### config.mk
export PLATFORM = sky130hd
export DESIGN_NAME = sa_skew_feeder
export DESIGN_NICKNAME = d
export VERILOG_FILES = /design/src/rtl/sa_skew_feeder.sv
export SDC_FILE = /design/constraint.sdc
export NUM_CORES = 1
export LEC_CHECK = 0
export ABC_AREA = 0
export ABC_CLOCK_PERIOD_IN_PS = 3280
export BUFFER_PORTS_ARGS = -buffer_cell sky130_fd_sc_hd__buf_2
export CAP_MARGIN = 0
export CORE_MARGIN = 2
export CORE_UTILIZATION = 54
export DETAILED_ROUTE_END_ITERATION = 8
export GPL_TIMING_DRIVEN = 1
export PLACE_DENSITY = 0.8
export SETUP_SLACK_MARGIN = 0.4
export SYNTH_ARGS = -nofsm -noshare
export SYNTH_HDL_FRONTEND = slang
export SYNTH_SLANG_ARGS = --single-unit
### constraint.sdc
create_clock -name clk -period 3.28 [get_ports clk]
set_input_delay 0.328 -clock clk [delete_from_list [all_inputs] [get_ports clk]]
set_output_delay 0.328 -clock clk [all_outputs]
set_load 0.005 [all_outputs]
### src/rtl/sa_skew_feeder.sv
// Skewed operand feeder for the left edge of an N-row systolic array: lane i is delayed i cycles relative to lane 0.
// Optional stall counter output enabled by defining SA_SKEW_FEEDER_STALL_CNT_EN.
module sa_skew_feeder #(
    parameter int N     = 4,
    parameter int WIDTH = 8
) (
    input  logic                 clk,
    input  logic                 rst,
    input  logic                 start,
    input  logic                 s_valid,
    output logic                 s_ready,
    input  logic [N*WIDTH-1:0]   s_data,
    input  logic                 s_last,
    output logic [N*WIDTH-1:0]   a_out,
    output logic                 en_out,
    output logic                 busy,
`ifdef SA_SKEW_FEEDER_STALL_CNT_EN
    output logic [15:0]          stall_cnt,
`endif
    output logic                 done
);

    typedef enum logic [1:0] {IDLE, LOAD, FLUSH, DONE} state_t;

    localparam int CW = $clog2(2 * N);
    localparam logic [CW-1:0] FLUSH_LAST = CW'(2 * N - 2);

    state_t          state_reg, state_next;
    logic [CW-1:0]   cnt_reg, cnt_next;
    logic            en_reg;
    logic            accept;
    logic            shift;

    assign s_ready = (state_reg == LOAD);
    assign accept  = s_valid && s_ready;
    assign shift   = accept || (state_reg == FLUSH);
    assign busy    = (state_reg == LOAD) || (state_reg == FLUSH);
    assign done    = (state_reg == DONE);
    assign en_out  = en_reg;

    always_ff @(posedge clk) begin
        if (rst) begin
            state_reg <= IDLE;
            cnt_reg   <= '0;
            en_reg    <= 1'b0;
        end else begin
            state_reg <= state_next;
            cnt_reg   <= cnt_next;
            en_reg    <= shift;
        end
    end

    // The flush counter is preloaded with 2N-2 so the FLUSH state spans 2N-1 cycles.
    always_comb begin
        state_next = state_reg;
        cnt_next   = cnt_reg;
        case (state_reg)
            IDLE: begin
                if (start) begin
                    state_next = LOAD;
                end
            end
            LOAD: begin
                if (accept && s_last) begin
                    state_next = FLUSH;
                    cnt_next   = FLUSH_LAST;
                end
            end
            FLUSH: begin
                if (cnt_reg == '0) begin
                    state_next = DONE;
                end else begin
                    cnt_next = cnt_reg - CW'(1);
                end
            end
            DONE: begin
                state_next = IDLE;
            end
            default: begin
                state_next = IDLE;
            end
        endcase
    end

    generate
        for (genvar gi = 0; gi < N; gi++) begin : g_lane
            logic [WIDTH-1:0] chain_reg [0:gi];
            logic [WIDTH-1:0] head;

            // Zeros are pushed in while flushing so the array drains cleanly.
            assign head = (state_reg == FLUSH) ? '0 : s_data[gi*WIDTH +: WIDTH];

            always_ff @(posedge clk) begin
                if (rst) begin
                    for (int j = 0; j <= gi; j++) begin
                        chain_reg[j] <= '0;
                    end
                end else if (shift) begin
                    chain_reg[0] <= head;
                    for (int j = 1; j <= gi; j++) begin
                        chain_reg[j] <= chain_reg[j-1];
                    end
                end
            end

            assign a_out[gi*WIDTH +: WIDTH] = chain_reg[gi];
        end
    endgenerate

`ifdef SA_SKEW_FEEDER_STALL_CNT_EN
    logic [15:0] stall_reg;

    always_ff @(posedge clk) begin
        if (rst) begin
            stall_reg <= '0;
        end else if ((state_reg == IDLE) && start) begin
            stall_reg <= '0;
        end else if ((state_reg == LOAD) && !s_valid && (stall_reg != 16'hFFFF)) begin
            stall_reg <= stall_reg + 16'd1;
        end
    end

    assign stall_cnt = stall_reg;
`endif

endmodule
After elaboration in Yosys (flattened, before gate mapping)
Memory sizes are Yosys's and may differ from the RTL's.
Cells that the tools add are included.
{ "totals": {"ramBits": 80, "reg_bits": 6, "in_bits": 37, "memories": 4} }
{ "op_classes": {"muxes": 27, "reduce_logical": 10, "bitwise_logic": 9, "add_sub_neg": 1, "eq_ne": 7} }
{ "mem_list": {"columns": ["memory", "depth", "word_bits", "read_ports", "rd_ports_with_merged_regs", "write_ports", "line", "source"], "rows": [
  ["g_lane[3].chain_reg", 4, 8, 4, 0, 4, "87", "logic [WIDTH-1:0] chain_reg [0:gi];"],
  ["g_lane[2].chain_reg", 3, 8, 3, 0, 3, "87", null],
  ["g_lane[1].chain_reg", 2, 8, 2, 0, 2, "87", null],
  ["g_lane[0].chain_reg", 1, 8, 1, 0, 1, "87", null]
]} }
{ "op_table": {"columns": ["operator", "n"], "rows": [
  ["8-bit 2-to-1 mux", 14],
  ["1-bit bitwise OR", 9],
  ["2-bit case mux with 4 select lines", 1],
  ["8-bit OR reduction", 1],
  ["1-bit 2-to-1 mux", 6],
  ["2-bit 2-to-1 mux", 3],
  ["3-bit 2-to-1 mux", 2],
  ["2-bit inequality test (second input constant)", 3],
  ["3-bit case mux with 2 select lines", 1],
  ["3-bit AND reduction", 2],
  ["2-bit == test (second input constant)", 2],
  ["3-bit logical NOT", 1],
  ["3-bit by 1-bit subtractor with 3-bit output (second input constant)", 1],
  ["2-bit by 1-bit == test with 1-bit output (second input constant)", 1],
  ["1-bit logical AND", 2],
  ["2-bit logical NOT", 1],
  ["1-bit logical OR", 2],
  ["2-bit by 1-bit inequality test with 1-bit output (second input constant)", 1],
  ["2-bit nonzero test", 1]
]} }

Longest topological paths before layout
Gate-level depths: netlist of the first run.
{ "logic_depth": {"ltp_word": 8, "mapped_depth": 8, "mapped_depth_nobuf": 6} }

Worst setup path after synthesis of the first run
Ideal clock, no wire load.
{ "synth_timing": {"path_kind": "register -> register", "start": "register state_reg[0]", "end": "memory g_lane[0].chain_reg[0][0], enable pin", "setup_ps": 795, "path_stages_with_launch": 6, "t_arrival_ps": 2163, "path_buffers": 1, "t_required_ps": 2485, "setup_slack_ps": 321, "path_cell_list": "dfxtp_1 inv_1 ha_1 buf_4 nor2_1 nand2_1"} }
{ "synth_via": {"elab_chain_len": 8, "word_cells_on_any_way": 9} }
{ "synth_rtl": {"columns": ["item", "line", "source"], "rows": [
  ["start: declaration", "28", "state_t state_reg, state_next;"],
  ["start signal: assignment", "47", "state_reg <= state_next;"],
  ["2-bit by 1-bit == test with 1-bit output", "34", "assign s_ready = (state_reg == LOAD);"],
  ["1-bit logical AND", "35", "assign accept = s_valid && s_ready;"],
  ["1-bit logical OR *", "36", "assign shift = accept || (state_reg == FLUSH);"],
  ["1-bit 2-to-1 mux *", "98", "end else if (shift) begin"],
  ["1-bit 2-to-1 mux *", "94", "if (rst) begin"],
  ["1-bit 2-to-1 mux (implied by the code) *", "99", "chain_reg[0] <= head;"],
  ["8-bit OR reduction (no line)", null, null],
  ["1-bit 2-to-1 mux (no line) *", null, null],
  ["end: declaration", "87", null]
]} }
Every way passes the cells marked *; elsewhere a longest branch is shown, timed or not.

==> impl_results.md, run 1 <==
- Worst path max stage delay: 0.74 ns
- Layout fillers: 495
- Post-route minimum period: 2.04 ns
- Drc violations: 0
- Worst path required time: 3.24 ns
- Hold WC Path Type: in -> reg
- CP arrival: 2.00 ns
- WP buf/inv: 1
- Post-synthesis net count: 281
- Post-synth ARST share: 0
- Final WL: 4590 um
- Diode count: 0
- Finished Layout Cells: 372
- Global Route Usage Sum: 0.136
- Status: finished, final reports clean
- Worst Max-Slew Pin Slew: 0.982 ns
- Sw power: 0.758 mW
- Seq/Total Area, Yosys: 0.715
- Final setup TNS: 0 ns
- H-tree levels: 3
- Period utilisation layout: 0.623
- First-pass GRT wire length: 7450 um
- Max Slew Vio Count: 0
- Placed cell count: 356
- Mapped Avg Cell Area: 14.8 um2
- Fin util: 0.620
- Post-synth EDFFs: 80
- CP Class: reg -> reg
- CP max-delay cell: nand2_4
- Effective utilization at floorplan: 0.556
- Total core area: 6350 um2
- Crit-path leading delay family: simple AND/OR/NAND/NOR gates
- Crit path depth: 4
- RSZ-0062 raised after global routing: false
- Maximum buffer depth of the clock tree: 2
- Vias in the first global route: 1673
- Clock root buffer: clkbuf_8
- Syn Inst Count: 238
- Die H: 84.8 um
- Per-cell routed wire length: 12.3 um
- Final Hold Vio Count: 0
- Switching Fraction: 0.260
- MaxCap Viol Count: 0
- Yosys warnings: 0
- Nature of the critical path endpoint: register
- Share of cells above drive strength 1: 0.312
- Worst setup SP type: register
- Final setup violation count: 0
- R2R setup slack: 1.24 ns
- Clock Sinks: 86
- Worst skew pair latency: 0.34 ns
- Synth top area cells: edfxtp_1, and2_1, buf_4, dfxtp_1, ha_1
- Pwr Total: 2.91 mW
- Initial antenna violation count: 0
- Register bit total from synthesis: 86
- Number of iterations in the first detailed-routing pass: 4
- Post-CTS Hold Fix Bufs: 0
- Clk network pwr share: 0.214
- Gate power share: 0.204
- Internal power: 2.15 mW
- DIE AREA: 7200 um2
- VDD IR-drop max: 0.000528 V
- Post-Syn Area: 3530 um2
- Iter 0 DRT Violations: 111
- CTS resizes: 0
- GP Congestion: 0.766
- Hold depth: 2
- Overflow after GRT: 0
- Vias: 1731
- Achievable Freq: 490 MHz
- I/O Buffers: 72
- Critical path fanouts, max: 80
- Largest net degree at the start of global routing: 81
- Number of flip-flops in the largest register: 80
- Static Leak: 1.67 nW
- Most instantiated cells after synthesis: and2_1, edfxtp_1, buf_4
- Post-synth cell types: 24
- Synth area leader: edfxtp_1
- Critical path, cell by cell: inv_1 -> ha_1 -> nor2_1 -> nand2_4
- DR vias/cell: 4.65
- Synth-to-layout area growth: 11.6%
- CTS tree: done
- Antenna Nets Post-Route: 0
- Num ports: 73
- Max-slew headroom: 0.345
- DP HPWL: 3050 um
- Sequential Power Share: 0.582
- Register clock-pin slew on the reported worst setup and hold paths: 0.07 ns
- Fin Hold WS: 0.251 ns
- Ys flop type: edfxtp_1
- Worst reg-to-reg path cell count: 4
- Power Density: 739 nW/um2
- Final Skew: 0.00911 ns
- Num rows: 29
- CTS Buf Count: 9
- Top-area cell type share of the netlist area: 0.681
- Most frequent cell after synthesis: and2_1
- Post-layout net count: 333
- DIE WIDTH: 84.8 um
- Total setup buffers inserted after CTS: 0
[layout by cell type, fill, tap and decap left out]
| cell | n |
|---|---|
| buf_4 | 2 |
| nor3_1 | 1 |
| a21oi_1 | 2 |
| ha_1 | 6 |
| nand2_4 | 1 |
| o21a_1 | 1 |
| a21bo_2 | 1 |
| nand4_1 | 3 |
| dfxtp_1 | 6 |
| o31ai_1 | 1 |
| nor2_1 | 3 |
| a21boi_1 | 1 |
| o211a_1 | 2 |
| clkbuf_1 | 4 |
| nor3_2 | 2 |
| and2_1 | 81 |
| inv_1 | 6 |
| clkinv_2 | 2 |
| nor2b_1 | 2 |
| buf_2 | 72 |
| a21oi_2 | 1 |
| edfxtp_1 | 80 |
| mux2i_1 | 1 |
| nand2_1 | 3 |
| clkbuf_8 | 10 |
| nor2_2 | 1 |
[layer usage]
layer | track usage | vias up | routed length [um]
met4 | 0.0736 | 0 | 106
li1 | - | 890 | -
met1 | 0.161 | 781 | 1880
met5 | 0 | - | 0
met2 | 0.218 | 50 | 2290
met3 | 0.0477 | 10 | 315
[worst paths after layout]
check,startpoint,endpoint
min reg2reg,cnt_reg[0],cnt_reg[0]
max,state_reg[0],g_lane[3].chain_reg[0][24]
min,rst,cnt_reg[0]
max reg2reg,state_reg[0],g_lane[3].chain_reg[0][24]
[power groups by stage]
stage                     clock (mW)  sequential [mW]  combinational (mW)
after floorplan                    0             1.71               0.498
after global placement             0             1.70               0.585
after detailed placement           0             1.72               0.607
after CTS                      0.638             1.70               0.608
after global routing           0.684             1.72               0.671
final                          0.623             1.69               0.593
[final cells by class]
type,count,area (um2),share of cell area
inverter,6,22.5,0.00572
tap,77,96.3,0.0245
clock inverter,2,10.0,0.00254
sequential,86,2520,0.640
timing repair buffer,74,375,0.0953
clock buffer,14,153,0.0388
multi-input combinational,113,759,0.193
[stage by stage]
step / setup WS, ns / cell area (um2)
floorplan: 1.10 / 3530
global placement: 1.30 / 3780
finish: 1.24 / 3940
detailed placement: 1.22 / 3780
global route: 1.04 / 3940
CTS: 1.21 / 3940
[cells by family (layout without fill, tap and decap cells)]
group / count (synthesis) / after routing / synth area share
mux: 1 / 1 / 0.00284
fa+ha+maj: 6 / 6 / 0.0213
simple gates: 97 / 97 / 0.169
flops: 86 / 86 / 0.715
buf+inv: 39 / 96 / 0.0720
compound gates: 9 / 9 / 0.0202
Note: power is estimated with default switching activity, not from simulation.
==> inputs of run 2 (changes only) <==
- ABC_CLOCK_PERIOD_IN_PS: 3280 -> 2000
- clock period: 3.28 -> 2 ns (I/O delays scaled with it)
==> run 2 against run 1 <==
  * Flip-flop and latch count unchanged
  * Clock skew about the same
  * Worst hold slack got worse by 0.12 ns
  * Combinational power increased by 110%
  * Core utilization increased by 3.1 points
  * Power increased by 75%
  * Global-route usage increased by 1.3 points
  * Sequential power increased by 63%
  * Highest routed layer unchanged
  * First-iteration DRC count decreased by 15%
  * Via count increased by 4.7%
  * Setup slack got worse by 0.82 ns
  * Sequential share of layout area decreased by 3.0 points
==> impl_results.md, run 2 (synthesis gave the netlist of run 1 again) <==
- MaxCap Viol Count: 0 (unchanged)
- Num rows: 29 (unchanged)
- Met1 Wirelength: 2150 um (was 1880 um)
- CTS tree: done (unchanged)
- Total core area: 6350 um2 (unchanged)
- Initial antenna violation count: 0 (unchanged)
- Vias in the first global route: 1798 (was 1673)
- Final setup TNS: 0 ns (unchanged)
- Overflow after GRT: 0 (unchanged)
- DIE WIDTH: 84.8 um (unchanged)
- Worst skew pair latency: 0.33 ns (was 0.34 ns)
- Max-slew headroom: 0.807 (was 0.345)
- Internal power: 3.73 mW (was 2.15 mW)
- Worst path required time: 2.09 ns (was 3.24 ns)
- GP Congestion: 0.772 (was 0.766)
- Setup slack after layout: 0.420 ns (was 1.24 ns)
- Maximum buffer depth of the clock tree: 2 (unchanged)
- Nature of the critical path endpoint: register (unchanged)
- Largest net degree at the start of global routing: 50 (was 81)
- Clk network pwr share: 0.220 (was 0.214)
- Period utilisation layout: 0.790 (was 0.623)
- Layout fillers: 455 (was 495)
- CP Class: reg -> reg (unchanged)
- Pre-CTS setup slack: 0.125 ns (was 1.22 ns)
- Iter 0 DRT Violations: 94 (was 111)
- CP arrival: 1.67 ns (was 2.00 ns)
- Number of iterations in the first detailed-routing pass: 4 (unchanged)
- Global Route Usage Sum: 0.149 (was 0.136)
- Worst Max-Slew Pin Slew: 0.289 ns (was 0.982 ns)
- Most frequent cells in the layout: and2_1, edfxtp_1, buf_2, clkbuf_8, inv_1 (was and2_1, edfxtp_1, buf_2, clkbuf_8)
- Hold WC Path Type: in -> reg (unchanged)
- Num ports: 73 (unchanged)
- Final Hold Vio Count: 0 (unchanged)
- Clock Sinks: 86 (unchanged)
- First-pass GRT wire length: 8110 um (was 7450 um)
- H-tree levels: 3 (unchanged)
- Post-CTS Hold Fix Bufs: 0 (unchanged)
- Achievable Freq: 633 MHz (was 490 MHz)
- Max Slew Vio Count: 0 (unchanged)
- VDD IR-drop max: 0.000621 V (was 0.000528 V)
- Final Skew: 0.00881 ns (was 0.00911 ns)
- RSZ-0062 raised after global routing: false (unchanged)
- Post-layout net count: 343 (was 333)
- Worst setup SP type: register (unchanged)
- Register clock-pin slew on the reported worst setup and hold paths: 0.08 ns (was 0.07 ns)
- Clock root buffer: clkbuf_8 (unchanged)
- Diode count: 0 (unchanged)
- Power Density: 1230 nW/um2 (was 739 nW/um2)
- DR WL met2: 2550 um (was 2290 um)
- Sw power: 1.37 mW (was 0.758 mW)
- Sequential Power Share: 0.542 (was 0.582)
- I/O Buffers: 72 (unchanged)
- DIE AREA: 7200 um2 (unchanged)
- Number of flip-flops in the largest register: 80 (unchanged)
- CTS Buf Count: 9 (unchanged)
- Synth-to-layout area growth: 17.3% (was 11.6%)
- Final setup violation count: 0 (unchanged)
- Final WL: 5010 um (was 4590 um)
- Per-cell routed wire length: 13.1 um (was 12.3 um)
- Drc violations: 0 (unchanged)
- Most common cell after layout, fill and taps aside: and2_1 (unchanged)
- Static Leak: 1.74 nW (was 1.67 nW)
- Critical path fanouts, max: 49 (was 80)
- Gate power share: 0.238 (was 0.204)
- Fin util: 0.652 (was 0.620)
- Switching Fraction: 0.269 (was 0.260)
- DP HPWL: 3050 um (about the same)
- Antenna Nets Post-Route: 0 (unchanged)
- Highest Signal Layer: met4 (unchanged)
- Share of cells above drive strength 1: 0.351 (was 0.312)
- Post-route minimum period: 1.58 ns (was 2.04 ns)
- Status: finished, final reports clean (unchanged)
- Die H: 84.8 um (unchanged)
- DR vias/cell: 4.74 (was 4.65)
- Effective utilization at floorplan: 0.556 (unchanged)
- Met3 WL: 254 um (was 315 um)
- Vias: 1812 (was 1731)
run 2: changes by cell type in the layout (fill, tap and decap cells not counted), moves of 2 or more:
cell / previous run / this run
nand2_8: 0 / 4
buf_6: 0 / 3
buf_12: 0 / 2
buf_4: 2 / 4
clkbuf_1: 4 / 2
clkinv_1: 0 / 2
ha_1: 6 / 4
ha_2: 0 / 2
run 2: layout make-up:
class | instances | area, um2 | share of cell area
multi-input cells | 116 | 850 | 0.205
repair buffers | 81 | 464 | 0.112
flip-flops and latches | 86 | 2520 | 0.610
clock inverters | 5 | 50.0 | 0.0121
clock buffers | 11 | 131 | 0.0318
inverters | 6 | 22.5 | 0.00544
well taps | 77 | 96.3 | 0.0233
run 2: worst max-delay path, cell delays in order (launching register included):
cell	delay, ns
dfxtp_2	0.35
inv_1	0.07
ha_2	0.21
buf_4	0.17
a21oi_2	0.13
nor2_2	0.06
buf_12	0.17
and2_1	0.17
run 2: worst paths after layout:
path | start | to | slack, ns | cells after the start
min | s_data[10] | g_lane[1].chain_reg[0][2] | 0.13 | 2
min reg2reg | cnt_reg[0] | cnt_reg[0] | 0.49 | 2
max | state_reg[0] | g_lane[3].chain_reg[0][12] | 0.42 | 7
max reg2reg | state_reg[0] | g_lane[3].chain_reg[0][12] | 0.42 | 7
run 2: per-stage QoR:
step	area [um2]	hold slack, ns	total power, mW	instances
global route	4140	0.116	5.40	382
finish	4140	0.135	5.10	382
global placement	3810	0.456	3.78	358
CTS	4110	0.119	5.11	380
detailed placement	3810	0.472	3.86	358
floorplan	3550	0.269	3.62	238
run 2: repair_timing:
| item | 4_1_cts | 5_1_grt |
|---|---|---|
| buffers inserted | 3 | 2 |
| endpoints found under the setup margin | 160 | 164 |
| cloned | 3 | 0 |
| pin swaps | 4 | 1 |
| gates resized for setup | 9 | 5 |
run 2: metal layers:
metal  GRT usage  up-vias
met4      0.0577        0
met3      0.0564        7
met2       0.243       48
met1       0.182      840
li1            -      917
met5           0        -
run 2: power groups by stage:
stage	registers [mW]	logic (mW)	clock network (mW)
global placement	2.78	0.995	0
global route	2.82	1.35	1.23
finish	2.76	1.22	1.12
CTS	2.77	1.19	1.14
detailed placement	2.82	1.04	0
floorplan	2.78	0.841	0
==> inputs of run 3 (changes only) <==
- ABC_CLOCK_PERIOD_IN_PS: 2000 -> 1600
- clock period: 2 -> 1.6 ns (I/O delays scaled with it)
==> run 3 against run 2 <==
  * Non-clock buffer count rose by 39
  * Wire length increased by 39%
  * Combinational power rose by 150%
  * First-iteration DRC count decreased by 3.2%
  * Cell count rose by 9.9%
  * Flip-flop and latch count stayed put
  * Clock skew decreased by 0.0015 ns
  * Register-to-register slack lost 0.39 ns
  * Core utilization up 13 points
  * Cell area up 20%
  * Global-route usage rose by 3.9 points
  * Critical endpoint is now g_lane[3].chain_reg[0][11]
  * Largest power group unchanged
  * Highest routed layer unchanged
==> impl_results.md, run 3 (synthesis gave the netlist of run 1 again) <==
- I/O Buffers: 72 (unchanged)
- RSZ-0062 raised after global routing: true (was false)
- Placed cell count: 366 (was 358)
- CP arrival: 1.80 ns (was 1.67 ns)
- Drc violations: 0 (unchanged)
- Iter 0 DRT Violations: 91 (was 94)
- Final instance area: 4970 um2 (was 4140 um2)
- Clock Sinks: 86 (unchanged)
- Post-layout net count: 381 (was 343)
- Status: finished, final reports clean (unchanged)
- Nature of the critical path endpoint: register (unchanged)
- Clk network pwr share: 0.202 (was 0.220)
- Pre-CTS setup slack: -0.0410 ns (was 0.125 ns)
- GP Congestion: 0.774 (was 0.772)
- Switching Fraction: 0.275 (was 0.269)
- CP Class: reg -> reg (unchanged)
- Static Leak: 2.12 nW (was 1.74 nW)
- DIE AREA: 7200 um2 (unchanged)
- Pwr Total: 8.16 mW (was 5.10 mW)
- Diode count: 0 (unchanged)
- First-pass GRT wire length: 10100 um (was 8110 um)
- Num rows: 29 (unchanged)
- Share of cells above drive strength 1: 0.525 (was 0.351)
- CTS Buf Count: 9 (unchanged)
- Post-route minimum period: 1.57 ns (was 1.58 ns)
- Finished Layout Cells: 420 (was 382)
- Max-slew headroom: 0.734 (was 0.807)
- Post-CTS Hold Fix Bufs: 0 (unchanged)
- Fin util: 0.782 (was 0.652)
- Sequential Power Share: 0.431 (was 0.542)
- Worst path max stage delay: 0.37 ns (was 0.35 ns)
- Final setup TNS: 0 ns (unchanged)
- Power Density: 1640 nW/um2 (was 1230 nW/um2)
- Most frequent cells in the layout: edfxtp_1, buf_2, and2_1, buf_6, and2_4 (was and2_1, edfxtp_1, buf_2, clkbuf_8, inv_1)
- Number of flip-flops in the largest register: 80 (unchanged)
- Critical path fanouts, max: 6 (was 49)
- Most common cell after layout, fill and taps aside: edfxtp_1 (was and2_1)
- Internal power: 5.92 mW (was 3.73 mW)
- VDD IR-drop max: 0.00107 V (was 0.000621 V)
- Setup slack after layout: 0.0272 ns (was 0.420 ns)
- Period utilisation layout: 0.983 (was 0.790)
- Achievable Freq: 636 MHz (was 633 MHz)
- Global Route Usage Sum: 0.188 (was 0.149)
- Final Hold Vio Count: 0 (unchanged)
- Hold WC Path Type: in -> reg (unchanged)
- Initial antenna violation count: 0 (unchanged)
- Register clock-pin slew on the reported worst setup and hold paths: 0.08 ns (about the same)
- Overflow after GRT: 0 (unchanged)
- Max Slew Vio Count: 0 (unchanged)
- Antenna Nets Post-Route: 0 (unchanged)
- DR vias/cell: 5.00 (was 4.74)
- Crit-path leading delay family: simple AND/OR/NAND/NOR gates (was buffers and inverters)
- Synth-to-layout area growth: 40.7% (was 17.3%)
- Total core area: 6350 um2 (unchanged)
- Clock root buffer: clkbuf_8 (unchanged)
- Largest net degree at the start of global routing: 25 (was 50)
- Per-cell routed wire length: 16.5 um (was 13.1 um)
- DIE WIDTH: 84.8 um (unchanged)
- Final WL: 6950 um (was 5010 um)
- H-tree levels: 3 (unchanged)
- CP max-delay cell: dfxtp_4 (was dfxtp_2)
- Maximum buffer depth of the clock tree: 2 (unchanged)
- Effective utilization at floorplan: 0.556 (unchanged)
- Dpl cell area: 3980 um2 (was 3810 um2)
- Sw power: 2.25 mW (was 1.37 mW)
- Number of iterations in the first detailed-routing pass: 4 (unchanged)
- Num ports: 73 (unchanged)
- Worst setup SP type: register (unchanged)
- Die H: 84.8 um (unchanged)
- Worst skew pair latency: 0.35 ns (was 0.33 ns)
- Fin Hold WS: 0.0794 ns (was 0.135 ns)
- Worst Max-Slew Pin Slew: 0.398 ns (was 0.289 ns)
- Gate power share: 0.367 (was 0.238)
- Final Skew: 0.00734 ns (was 0.00881 ns)
- Vias: 2098 (was 1812)
- Final setup violation count: 0 (unchanged)
- DP HPWL: 3170 um (was 3050 um)
- Vias in the first global route: 2113 (was 1798)
- Critical path, cell by cell: inv_4 -> ha_4 -> buf_6 -> a21oi_4 -> nor2_4 -> clkbuf_16 -> and2_4 (was inv_1 -> ha_2 -> buf_4 -> a21oi_2 -> nor2_2 -> buf_12 -> and2_1)
- Worst path required time: 1.83 ns (was 2.09 ns)
- MaxCap Viol Count: 0 (unchanged)
- CTS tree: done (unchanged)
- WP buf/inv: 3 (unchanged)
[run 3: cell types whose count changed in the layout (fill, tap and decap cells not counted), sizes merged]
cell    previous run  this run
nand2              7         6
inv                6         7
buf               81       114
clkinv             3         2
bufinv             1         2
clkbuf            11        16
[run 3: final timing paths]
| kind | slack (ns) | cells after the start | from | to |
|---|---|---|---|---|
| worst max-delay path | 0.03 | 7 | state_reg[1] | g_lane[3].chain_reg[0][11] |
| worst min-delay path | 0.08 | 2 | s_data[2] | g_lane[0].chain_reg[0][2] |
| worst max register to register | 0.03 | 7 | state_reg[1] | g_lane[3].chain_reg[0][11] |
| worst min register to register | 0.49 | 2 | cnt_reg[0] | cnt_reg[0] |
[run 3: power by group through the flow]
stage	combinational, mW	clock (mW)	sequential (mW)
finish	3.00	1.65	3.52
global route	3.19	1.76	3.57
CTS	2.47	1.63	3.49
detailed placement	1.57	0	3.53
global placement	1.51	0	3.49
floorplan	1.13	0	3.50
[run 3: repair_timing]
item / in CTS / in global routing
setup buffers: 17 / 8
pin swaps: 11 / 19
setup endpoints to repair: 169 / 169
resized for setup: 45 / 27
gates cloned: 7 / 6
[run 3: worst register-to-register path, stage by stage, from the launching register on]
cell and delay, ns:
dfxtp_4 0.37, inv_4 0.06, ha_4 0.14, buf_6 0.12
a21oi_4 0.06, nor2_4 0.33, clkbuf_16 0.23, and2_4 0.14
[run 3: layer usage]
metal	track usage	vias to the layer above	routed length (um)
li1	-	998	-
met1	0.210	1015	2610
met2	0.329	68	3770
met3	0.0506	17	368
met4	0.101	0	193
met5	0	-	0
[run 3: final cells by class]
class | count | area [um2]
repair buffers | 120 | 1110
clock inverters | 6 | 85.1
flip-flops and latches | 86 | 2530
inverters | 6 | 27.5
clock buffers | 10 | 128
multi-input cells | 115 | 986
fillers | 321 | 1380
well taps | 77 | 96.3
